$ cat config.mk
export PLATFORM = sky130hd
export DESIGN_NAME = pattern_search_engine
export DESIGN_NICKNAME = d
export VERILOG_FILES = /design/src/rtl/pattern_search_engine.sv
export SDC_FILE = /design/constraint.sdc
export NUM_CORES = 1
export LEC_CHECK = 0
export ABC_AREA = 1
export CAP_MARGIN = 30
export CORE_ASPECT_RATIO = 1.1
export CORE_MARGIN = 2
export CORE_UTILIZATION = 60
export CTS_BUF_LIST = sky130_fd_sc_hd__clkbuf_4 sky130_fd_sc_hd__clkbuf_8
export CTS_CLUSTER_DIAMETER = 80
export DETAILED_ROUTE_END_ITERATION = 7
export GPL_ROUTABILITY_DRIVEN = 0
export HOLD_SLACK_MARGIN = 0.12
export PLACE_DENSITY = 0.82
export SETUP_SLACK_MARGIN = 0.3
export SYNTH_ARGS = -nofsm -noshare
export SYNTH_HDL_FRONTEND = slang
export SYNTH_SLANG_ARGS = --single-unit
$ cat constraint.sdc
create_clock -name clk -period 5.18 [get_ports clk]
set_input_delay 0.777 -clock clk [delete_from_list [all_inputs] [get_ports clk]]
set_output_delay 0.777 -clock clk [all_outputs]
set_load 0.005 [all_outputs]
$ cat src/rtl/pattern_search_engine.sv
// Pattern search responder: reads a byte string and a 5-bit pattern from
// memory, counts matches three ways and writes the counts back.
//
// Ports:
//   clk          - rising-edge clock
//   reset        - asynchronous active-low reset
//   start        - one-cycle job request, sampled only in IDLE
//   done         - high from job completion until the next accepted start
//   mem_addr     - memory address (0 when not accessing memory)
//   mem_rd_data  - combinational read data for mem_addr
//   mem_wr_en    - write strobe, high only while writing results
//   mem_wr_data  - write data
module pattern_search_engine #(
  parameter int STR_BASE = 0,
  parameter int STR_LEN  = 32,
  parameter int PAT_ADDR = 32,
  parameter int RES_ADDR = 33,
  parameter int AW       = 8
) (
  input  logic          clk,
  input  logic          reset,
  input  logic          start,
  output logic          done,
  output logic [AW-1:0] mem_addr,
  input  logic [7:0]    mem_rd_data,
  output logic          mem_wr_en,
  output logic [7:0]    mem_wr_data
);

  typedef enum logic [2:0] {
    IDLE,
    LOAD_PAT,
    SCAN,
    WR_CTB,
    WR_CTO,
    WR_CTS,
    FIN
  } state_t;

  state_t state;
  state_t state_nx;

  logic [7:0]  pat;
  // Only the low nibble of the previous byte reaches any window.
  logic [3:0]  prev_low;
  logic [7:0]  ctb;
  logic [7:0]  cto;
  logic [7:0]  cts;
  logic [5:0]  idx;

  logic [11:0] w;
  logic        pat_ok;
  logic [3:0]  in_m;
  logic [3:0]  x_m;
  logic [2:0]  in_hits;
  logic [2:0]  x_hits;
  logic        last;

  always_comb begin
    w      = {prev_low, mem_rd_data};
    pat_ok = (pat[7:5] == 3'd0);
    in_m[3] = pat_ok && (w[7:3]  == pat[4:0]);
    in_m[2] = pat_ok && (w[6:2]  == pat[4:0]);
    in_m[1] = pat_ok && (w[5:1]  == pat[4:0]);
    in_m[0] = pat_ok && (w[4:0]  == pat[4:0]);
    // Crossing windows need a real previous byte.
    x_m[3]  = pat_ok && (idx != 6'd0) && (w[11:7] == pat[4:0]);
    x_m[2]  = pat_ok && (idx != 6'd0) && (w[10:6] == pat[4:0]);
    x_m[1]  = pat_ok && (idx != 6'd0) && (w[9:5]  == pat[4:0]);
    x_m[0]  = pat_ok && (idx != 6'd0) && (w[8:4]  == pat[4:0]);
    in_hits = 3'(in_m[3]) + 3'(in_m[2])
            + 3'(in_m[1]) + 3'(in_m[0]);
    x_hits  = 3'(x_m[3]) + 3'(x_m[2])
            + 3'(x_m[1]) + 3'(x_m[0]);
    last    = (idx == 6'(STR_LEN - 1));
  end

  always_comb begin
    state_nx    = state;
    mem_addr    = '0;
    mem_wr_en   = 1'b0;
    mem_wr_data = 8'd0;
    unique case (state)
      IDLE: begin
        if (start) state_nx = LOAD_PAT;
      end
      LOAD_PAT: begin
        mem_addr = AW'(PAT_ADDR);
        state_nx = SCAN;
      end
      SCAN: begin
        mem_addr = AW'(STR_BASE) + AW'(idx);
        if (last) state_nx = WR_CTB;
      end
      WR_CTB: begin
        mem_addr    = AW'(RES_ADDR);
        mem_wr_en   = 1'b1;
        mem_wr_data = ctb;
        state_nx    = WR_CTO;
      end
      WR_CTO: begin
        mem_addr    = AW'(RES_ADDR + 1);
        mem_wr_en   = 1'b1;
        mem_wr_data = cto;
        state_nx    = WR_CTS;
      end
      WR_CTS: begin
        mem_addr    = AW'(RES_ADDR + 2);
        mem_wr_en   = 1'b1;
        mem_wr_data = cts;
        state_nx    = FIN;
      end
      FIN: begin
        state_nx = IDLE;
      end
      default: begin
        state_nx = IDLE;
      end
    endcase
  end

  always_ff @(posedge clk or negedge reset) begin
    if (!reset) begin
      state    <= IDLE;
      done     <= 1'b0;
      pat      <= 8'd0;
      prev_low <= 4'd0;
      ctb      <= 8'd0;
      cto      <= 8'd0;
      cts      <= 8'd0;
      idx      <= 6'd0;
    end else begin
      state <= state_nx;
      unique case (state)
        IDLE: begin
          if (start) begin
            done     <= 1'b0;
            ctb      <= 8'd0;
            cto      <= 8'd0;
            cts      <= 8'd0;
            idx      <= 6'd0;
            prev_low <= 4'd0;
          end
        end
        LOAD_PAT: begin
          pat <= mem_rd_data;
        end
        SCAN: begin
          ctb      <= ctb + 8'(in_hits);
          cto      <= cto + 8'(in_m != 4'd0);
          cts      <= cts + 8'(in_hits) + 8'(x_hits);
          prev_low <= mem_rd_data[3:0];
          idx      <= idx + 6'd1;
        end
        FIN: begin
          done <= 1'b1;
        end
        default: begin
        end
      endcase
    end
  end

endmodule

==> impl_metrics.yaml, run 1 <==
detailed_routing:
  vias: 3053
  wl_met3_um: 404
  wl_met2_mm: 3.81
  drcViolationCount: 0
  routedWlPerCell_um: 13.6
  wl_met1_mm: 3.49
  routed_wl_mm: 7.74
  final_antenna_net_count: 0
  drtIter0Drc: 236
  viasPerCell: 5.36
  first_pass_iters: 6
  dr.max_layer_used: "met4"
clock_network:
  clock_sinks: 46
  h-tree-depth: 2
  cts_resized: 0
  clockBufferDepth: 2
  cts_tree: "built"
  clk_latency_ns: 0.30
  clock-root-buffer: "clkbuf_8"
  post_cts_buffers: 0
  numCtsBuffers: 5
  clk_pin_slew_ns: 0.08
  hold_buffers: 0
flow_run:
  cap_violations: 0
logic_synthesis:
  synth_edf_count: 0
  ys_warn_count: 0
  ys.flop_type: "dfrtp_1"
  seq_area_frac_synth: 0.339
  async_flop_share: 1.00
  synth_top_area_cell: "dfrtp_1"
  synth_top_cell_area_share: 0.339
  yosysMostFrequentCell: "nand2_1"
  avgSynthCellArea_um2: 7.09
  synth_cell_type_count: 27
  synth_common_cells: "138 x nand2_1, 75 x inv_1, 46 x dfrtp_1"
  synth_cells: 479
  synth_area_leaders: "dfrtp_1 34%, nand2_1 15%, inv_1 8.3%, ha_1 7.0%, nand3_1 6.3%"
  ys_seq_elements: 46
  synth_area_um2: 3400
status:
  outcome: "finished clean"
grt:
  first_global_vias: 2932
  grt_use_total: 0.269
  grt_max_degree: 31
  grt_pass1_wl_mm: 13.4
  grt_overflow_total: 0
  antenna_found_initial: 0
sta:
  finClkSkew_ns: 0.0136
  fmax_ghz: 0.224
  period_share: 0.862
  final.min_clock_period_ns: 4.47
  worstMarginPinSlew_ns: 0.699
  finalSetupViolations: 0
  slew_headroom: 0.533
  whs_ns: 0.440
  slew_violations: 0
  rsz0062_at_grt: "false"
  setup_tns_ns: 0
  finalHoldViolCount: 0
floorplanning:
  initial_core_util: 0.626
  chipWidth_um: 75.8
  core_um2: 5430
  io_pins: 29
  die-height_um: 82.9
  die-area_um2: 6280
  rows: 28
worst_setup_path:
  required_ns: 5.37
  rr_endpoint: "cts[7]$_DFFE_PN0P_"
  r2r_cells: 17
  critPathMaxFanout: 6
  worst-setup-path-type: "in2reg"
  worst_setup_path_start_kind: "primary input"
  r2r_setup_slack_ns: 1.13
  crit_start: "mem_rd_data[4]"
  arrival_ns: 4.66
  regToRegStartpoint: "pat[4]$_DFFE_PN0P_"
  critPathCaptureType: "flop"
final_layout:
  layout-drive-gt1-share: 0.0303
  sequential_cell_area_um2: 1150
  nFillCells: 453
  finish.utilization: 0.696
  areaGrowthSynthToFinish_pct: 11.2
  n_antenna_cell: 0
  multiInputGateArea_um2: 1850
  nets: 529
placement:
  portBuffers: 26
  dpl.hpwl_mm: 5.81
pwr:
  finalPower_mw: 1.52
  power_density_nw_per_um2: 403
  p_leak_nw: 1.98
  vdd_drop_max_v: 0.000335
hold_path:
  hold_path_class: "in2async"
## metrics by stage
stage,setup slack [ns],std cells,instance area (um2)
2_1_floorplan,1.06,480,3400
6_report,0.714,570,3780
3_3_place_gp,0.471,561,3650
3_5_place_dp,0.403,562,3670
4_1_cts,0.708,570,3780
5_1_grt,0.502,570,3780
## routing by layer
layer,GRT usage,up-vias
met3,0.0437,6
met4,0.0510,0
met2,0.441,83
met1,0.373,1419
li1,-,1545
met5,0,-
## cell families after synthesis
family | synth area share
compound gates | 0.0909
xor+xnor | 0.0670
fa+ha+maj | 0.0994
buf+inv | 0.118
flops | 0.339
other cells | 0.00110
simple gates | 0.285
## critical path: stages
cell,delay (ns)
clkdlybuf4s50_1,0.52
xor2_1,0.19
or2_2,0.29
nor3_1,0.32
fa_1,0.46
ha_1,0.23
ha_1,0.33
ha_1,0.30
ha_1,0.34
ha_1,0.30
nand2_1,0.06
inv_1,0.05
nand3_1,0.06
nand3_1,0.16
nand2_1,0.12
nand2_1,0.06
nand2_1,0.05
inv_1,0.03
## state kept, by name, indices dropped and copies added, names as in the netlist
signal and cells:
ctb 8, cto 8, cts 8, pat 8
idx 6, prev_low 4, state 3, done 1
## final cells by class
cell class,instances,area share
clock buffers,7,0.0222
flip-flops and latches,46,0.305
clock inverters,1,0.00794
inverters,76,0.0755
well taps,75,0.0248
multi-input cells,337,0.490
repair buffers,28,0.0748
## worst max path at each step
stage | endpoint | slack (ns) | cells after the start
2_1_floorplan | cts[6]$_DFFE_PN0P_ | 1.06 | 16
3_3_place_gp | cts[6]$_DFFE_PN0P_ | 0.47 | 16
3_5_place_dp | cts[7]$_DFFE_PN0P_ | 0.40 | 18
4_1_cts | cts[7]$_DFFE_PN0P_ | 0.71 | 18
5_1_grt | cts[7]$_DFFE_PN0P_ | 0.50 | 18
6_report | cts[7]$_DFFE_PN0P_ | 0.71 | 18
## layout by cell type, fill, tap and decap left out, drive strengths merged
master / n
nor2: 29
xor2: 11
fa: 5
o221ai: 8
o31ai: 1
xnor2: 15
clkdlybuf4s50: 25
o22ai: 7
dfrtp: 46
bufinv: 1
inv: 76
nor3: 13
nand4: 6
nand2: 138
nand3: 44
o21ai: 30
nand3b: 1
clkbuf: 7
or2: 1
a21oi: 6
o211ai: 1
buf: 3
ha: 19
conb: 2
## report_power, final
group          switching, mW  leakage, nW  internal (mW)
Combinational          0.404         1.30          0.264
Clock                  0.122       0.0593          0.155
Sequential             0.136        0.616          0.444
Total                  0.662         1.98          0.863
Note: power is estimated with default switching activity, not from simulation.
==> run 2, diff against run 1 <==
Settings changed: CORE_UTILIZATION 60 to 59, CTS_BUF_LIST sky130_fd_sc_hd__clkbuf_4 sky130_fd_sc_hd__clkbuf_8 to not set, GPL_TIMING_DRIVEN set to 0, PLACE_DENSITY 0.82 to 0.81.
==> run 2 against run 1 <==
Sequential share of layout area fell by 0.59 points. Wire length rose by 2.5%. Clock skew down 0.0029 ns. Setup slack improved by 0.0077 ns. Fmax increased by 0.17%. Die area is 1.6% higher. Critical endpoint is now cts[6]$_DFFE_PN0P_. Largest cell class unchanged.
==> impl_metrics.yaml, run 2 (synthesized netlist as in run 1, its figures left out) <==
pwr:
  sw_frac_of_total: 0.436
  power_density_nw_per_um2: 409
  p_leak_nw: 2.03
  vdd_drop_max_v: 0.000322
  switchingPower_mw: 0.689
  finalPower_mw: 1.58
  clkPwrFrac: 0.171
  internal_power_mw: 0.889
  p_seq_frac: 0.322
  combPwrFrac: 0.507
sta:
  slew_violations: 0
  finalHoldViolCount: 0
  period_share: 0.861
  setup_tns_ns: 0
  slew_headroom: 0.631
  rsz0062_at_grt: "false"
  final.min_clock_period_ns: 4.46
  fin_ws_ns: 0.722
  fmax_ghz: 0.224
  worstMarginPinSlew_ns: 0.552
  finClkSkew_ns: 0.0107
  finalSetupViolations: 0
hold_path:
  hold_path_class: "in2async"
detailed_routing:
  final_antenna_net_count: 0
  routed_wl_mm: 7.93
  viasPerCell: 5.38
  first_pass_iters: 5
  drcViolationCount: 0
  drtIter0Drc: 193
  routedWlPerCell_um: 13.5
  vias: 3158
clock_network:
  h-tree-depth: 2
  numCtsBuffers: 5
  hold_buffers: 0
  clock_sinks: 46
  cts_tree: "built"
  clk_pin_slew_ns: 0.09
  post_cts_buffers: 0
  cts_resized: 0
  clock-root-buffer: "clkbuf_8"
  clk_latency_ns: 0.30
  clockBufferDepth: 2
final_layout:
  final_cell_mix: "138 x nand2_1, 75 x inv_1, 46 x dfrtp_1"
  layout-drive-gt1-share: 0.0547
  nets: 546
  final_common_cell: "nand2_1"
  layout.cells.non_filler: 587
  areaGrowthSynthToFinish_pct: 13.4
  n_antenna_cell: 0
placement:
  dpl.hpwl_mm: 6.03
  portBuffers: 23
  dp_slack_ns: 0.401
  placed_cells: 579
worst_setup_path:
  critPathMaxFanout: 5
  worst_setup_path_start_kind: "primary input"
  arrival_ns: 4.66
  worst-setup-path-type: "in2reg"
  critPathCaptureType: "flop"
  required_ns: 5.38
grt:
  grt_overflow_total: 0
  grt_max_degree: 30
  grt_pass1_wl_mm: 14.4
  antenna_found_initial: 0
  first_global_vias: 3175
  grt_use_total: 0.275
floorplanning:
  die-area_um2: 6380
  initial_core_util: 0.622
  chipWidth_um: 76.4
  io_pins: 29
  core_um2: 5470
  die-height_um: 83.6
  rows: 28
flow_run:
  cap_violations: 0
status:
  outcome: "finished clean"
run 2: cell count changes in the layout (fill, tap and decap cells not counted), sizes merged:
cell / before / now
clkbuf: 7 / 11
buf: 3 / 17
clkdlybuf4s50: 25 / 22
clkinvlp: 0 / 2
run 2: critical path, cell delays in order:
cell,delay (ns)
clkdlybuf4s50_1,0.58
inv_1,0.14
nand2_1,0.08
nand4_1,0.09
nor3_1,0.39
fa_1,0.47
ha_1,0.23
ha_1,0.35
ha_1,0.31
ha_1,0.34
fa_1,0.49
nand3_1,0.11
nand3_1,0.10
nand2_1,0.07
nand2_1,0.04
nand2_1,0.05
inv_1,0.04
run 2: layout make-up:
type	instances	area (um2)
buffer	21	115
clock buffer	5	68.8
clock inverter	3	45.0
fill	462	1610
inverter	76	285
multi-input combinational	337	1850
sequential	46	1150
tap	75	93.8
timing repair buffer	24	245
run 2: final timing paths:
kind	slack (ns)	start	endpoint	cells after the start
max	0.72	mem_rd_data[3]	cts[6]$_DFFE_PN0P_	17
min	0.41	reset	idx[3]$_DFFE_PN0P_	1
max reg2reg	1.16	pat[4]$_DFFE_PN0P_	cts[6]$_DFFE_PN0P_	16
min reg2reg	0.50	pat[7]$_DFFE_PN0P_	pat[7]$_DFFE_PN0P_	2
max in group asynchronous	4.29	reset	cto[2]$_DFFE_PN0P_	2
min in group clk	0.50	pat[7]$_DFFE_PN0P_	pat[7]$_DFFE_PN0P_	2
run 2: through the flow:
stage / cell area, um2 / hold WS (ns) / utilization
floorplan: 3400 / 0.453 / -
detailed placement: 3740 / 0.475 / 0.685
CTS: 3850 / 0.415 / 0.705
global route: 3850 / 0.443 / 0.705
global placement: 3730 / 0.469 / 0.682
finish: 3850 / 0.406 / 0.705
run 2: power groups by stage:
stage,registers (mW),logic [mW],clock network (mW)
6_report,0.507,0.801,0.270
5_1_grt,0.520,0.901,0.289
4_1_cts,0.506,0.798,0.273
3_5_place_dp,0.512,0.792,0
3_3_place_gp,0.509,0.769,0
2_1_floorplan,0.500,0.564,0
run 2: per-layer routing:
metal | vias to the layer above | global-route usage | wire length [um]
met2 | 88 | 0.457 | 3870
met5 | - | 0 | 0
met1 | 1476 | 0.376 | 3550
met3 | 13 | 0.0227 | 369
met4 | 0 | 0.102 | 142
li1 | 1581 | - | -
==> run 3, diff against run 2 <==
Clock period 5.18 ns to 5.1 ns, I/O delays scaled along.
==> run 3 against run 2 <==
Utilization rose by 0.092 points. Sequential power is 2% higher. Wire length increased by 1.9%. Highest routed layer unchanged.
==> impl_metrics.yaml, run 3 (synthesized netlist as in run 1, its figures left out) <==
detailed_routing:
  routedWlPerCell_um: 13.8
  drtIter0Drc: 186
  first_pass_iters: 4
  vias: 3201
  routed_wl_mm: 8.08
  drcViolationCount: 0
  viasPerCell: 5.45
  final_antenna_net_count: 0
final_layout:
  finish.utilization: 0.706
  nets: 546
  layout.cells.non_filler: 587
  design_area_um2: 3860
  final_cell_mix: "138 x nand2_1, 75 x inv_1, 46 x dfrtp_1"
  n_antenna_cell: 0
  areaGrowthSynthToFinish_pct: 13.6
  final_common_cell: "nand2_1"
  layout-drive-gt1-share: 0.0566
floorplanning:
  die-height_um: 83.6
  io_pins: 29
  core_um2: 5470
  die-area_um2: 6380
  initial_core_util: 0.622
  rows: 28
  chipWidth_um: 76.4
sta:
  final.min_clock_period_ns: 4.43
  finClkSkew_ns: 0.0101
  rsz0062_at_grt: "false"
  slew_headroom: 0.630
  fmax_ghz: 0.226
  finalHoldViolCount: 0
  worstMarginPinSlew_ns: 0.553
  period_share: 0.868
  setup_tns_ns: 0
  fin_ws_ns: 0.671
  finalSetupViolations: 0
  slew_violations: 0
  whs_ns: 0.394
worst_setup_path:
  critPathMaxFanout: 6
  r2r_setup_slack_ns: 1.10
  worst_setup_path_start_kind: "primary input"
  regToRegStartpoint: "pat[0]$_DFFE_PN0P_"
  required_ns: 5.30
  critPathCaptureType: "flop"
  arrival_ns: 4.63
  r2r_cells: 18
  path_delay_family: "adder cells"
  slowest_stage: "clkdlybuf4s50_1"
  crit_top_cell: "ha_1"
  cp_cell_sequence: "clkdlybuf4s50_1 -> inv_1 -> nor2_1 -> nor3_1 -> nand3_1 -> inv_1 -> fa_1 -> ha_1 -> ha_1 -> ha_1 -> ha_1 -> fa_1 -> nand3_1 -> nand3_1 -> nand2_1 -> nand2_1 -> nand2_1 -> inv_1"
  worst-setup-path-type: "in2reg"
  cp_num_buf_inv: 4
  rr_endpoint: "cts[6]$_DFFE_PN0P_"
  max_stage_delay_ns: 0.51
grt:
  grt_use_total: 0.275
  grt_max_degree: 30
  antenna_found_initial: 0
  first_global_vias: 3175
  grt_overflow_total: 0
  grt_pass1_wl_mm: 14.4
clock_network:
  cts_tree: "built"
  post_cts_buffers: 0
  cts_resized: 0
  clk_latency_ns: 0.30
  hold_buffers: 0
  clk_pin_slew_ns: 0.09
  clock_sinks: 46
  numCtsBuffers: 5
  clock-root-buffer: "clkbuf_8"
  clockBufferDepth: 2
  h-tree-depth: 2
placement:
  portBuffers: 23
  placed_cells: 579
  place_area_um2: 3740
  dp_slack_ns: 0.333
  dpl.hpwl_mm: 6.03
status:
  outcome: "finished clean"
pwr:
  finalPower_mw: 1.61
  p_leak_nw: 2.03
  vdd_drop_max_v: 0.000327
  power_density_nw_per_um2: 417
hold_path:
  hold_path_class: "in2async"
flow_run:
  cap_violations: 0
## run 3: how the worst max path moves through the flow
stage / startpoint / end / slack, ns / cells after the start
detailed placement: mem_rd_data[3] / cts[6]$_DFFE_PN0P_ / 0.33 / 17
CTS: mem_rd_data[3] / cts[6]$_DFFE_PN0P_ / 0.64 / 17
global route: mem_rd_data[5] / cts[7]$_DFFE_PN0P_ / 0.43 / 20
floorplan: mem_rd_data[4] / cts[6]$_DFFE_PN0P_ / 0.99 / 16
global placement: mem_rd_data[3] / cts[6]$_DFFE_PN0P_ / 0.39 / 17
finish: mem_rd_data[5] / cts[6]$_DFFE_PN0P_ / 0.67 / 18
## run 3: worst reg2reg max path, cell delays in order, from the launching register on
cell and delay, ns:
dfrtp_1 0.36, buf_2 0.18, inv_1 0.20, nor2_1 0.06
nor3_1 0.23, nand3_1 0.19, inv_1 0.12, fa_1 0.42
ha_1 0.23, ha_1 0.35, ha_1 0.31, ha_1 0.34
fa_1 0.49, nand3_1 0.11, nand3_1 0.10, nand2_1 0.07
nand2_1 0.05, nand2_1 0.05, inv_1 0.04
## run 3: cell type report
class | count | area, um2
fill | 461 | 1610
sequential | 46 | 1150
timing repair buffer | 24 | 245
tap | 75 | 93.8
inverter | 76 | 285
clock inverter | 3 | 45.0
clock buffer | 5 | 68.8
multi-input combinational | 337 | 1860
buffer | 21 | 115
## run 3: report_power, final
group	leakage, nW	switching (mW)	internal, mW	total [mW]
clock network	0.0504	0.129	0.146	0.275
registers	0.616	0.0645	0.451	0.516
logic	1.36	0.513	0.307	0.820
## run 3: layer usage
layer,up-vias,share of wire,GRT usage
li1,1581,-,-
met1,1512,0.45,0.376
met2,91,0.49,0.457
met3,17,0.041,0.0227
met4,0,0.025,0.102
met5,-,0,0
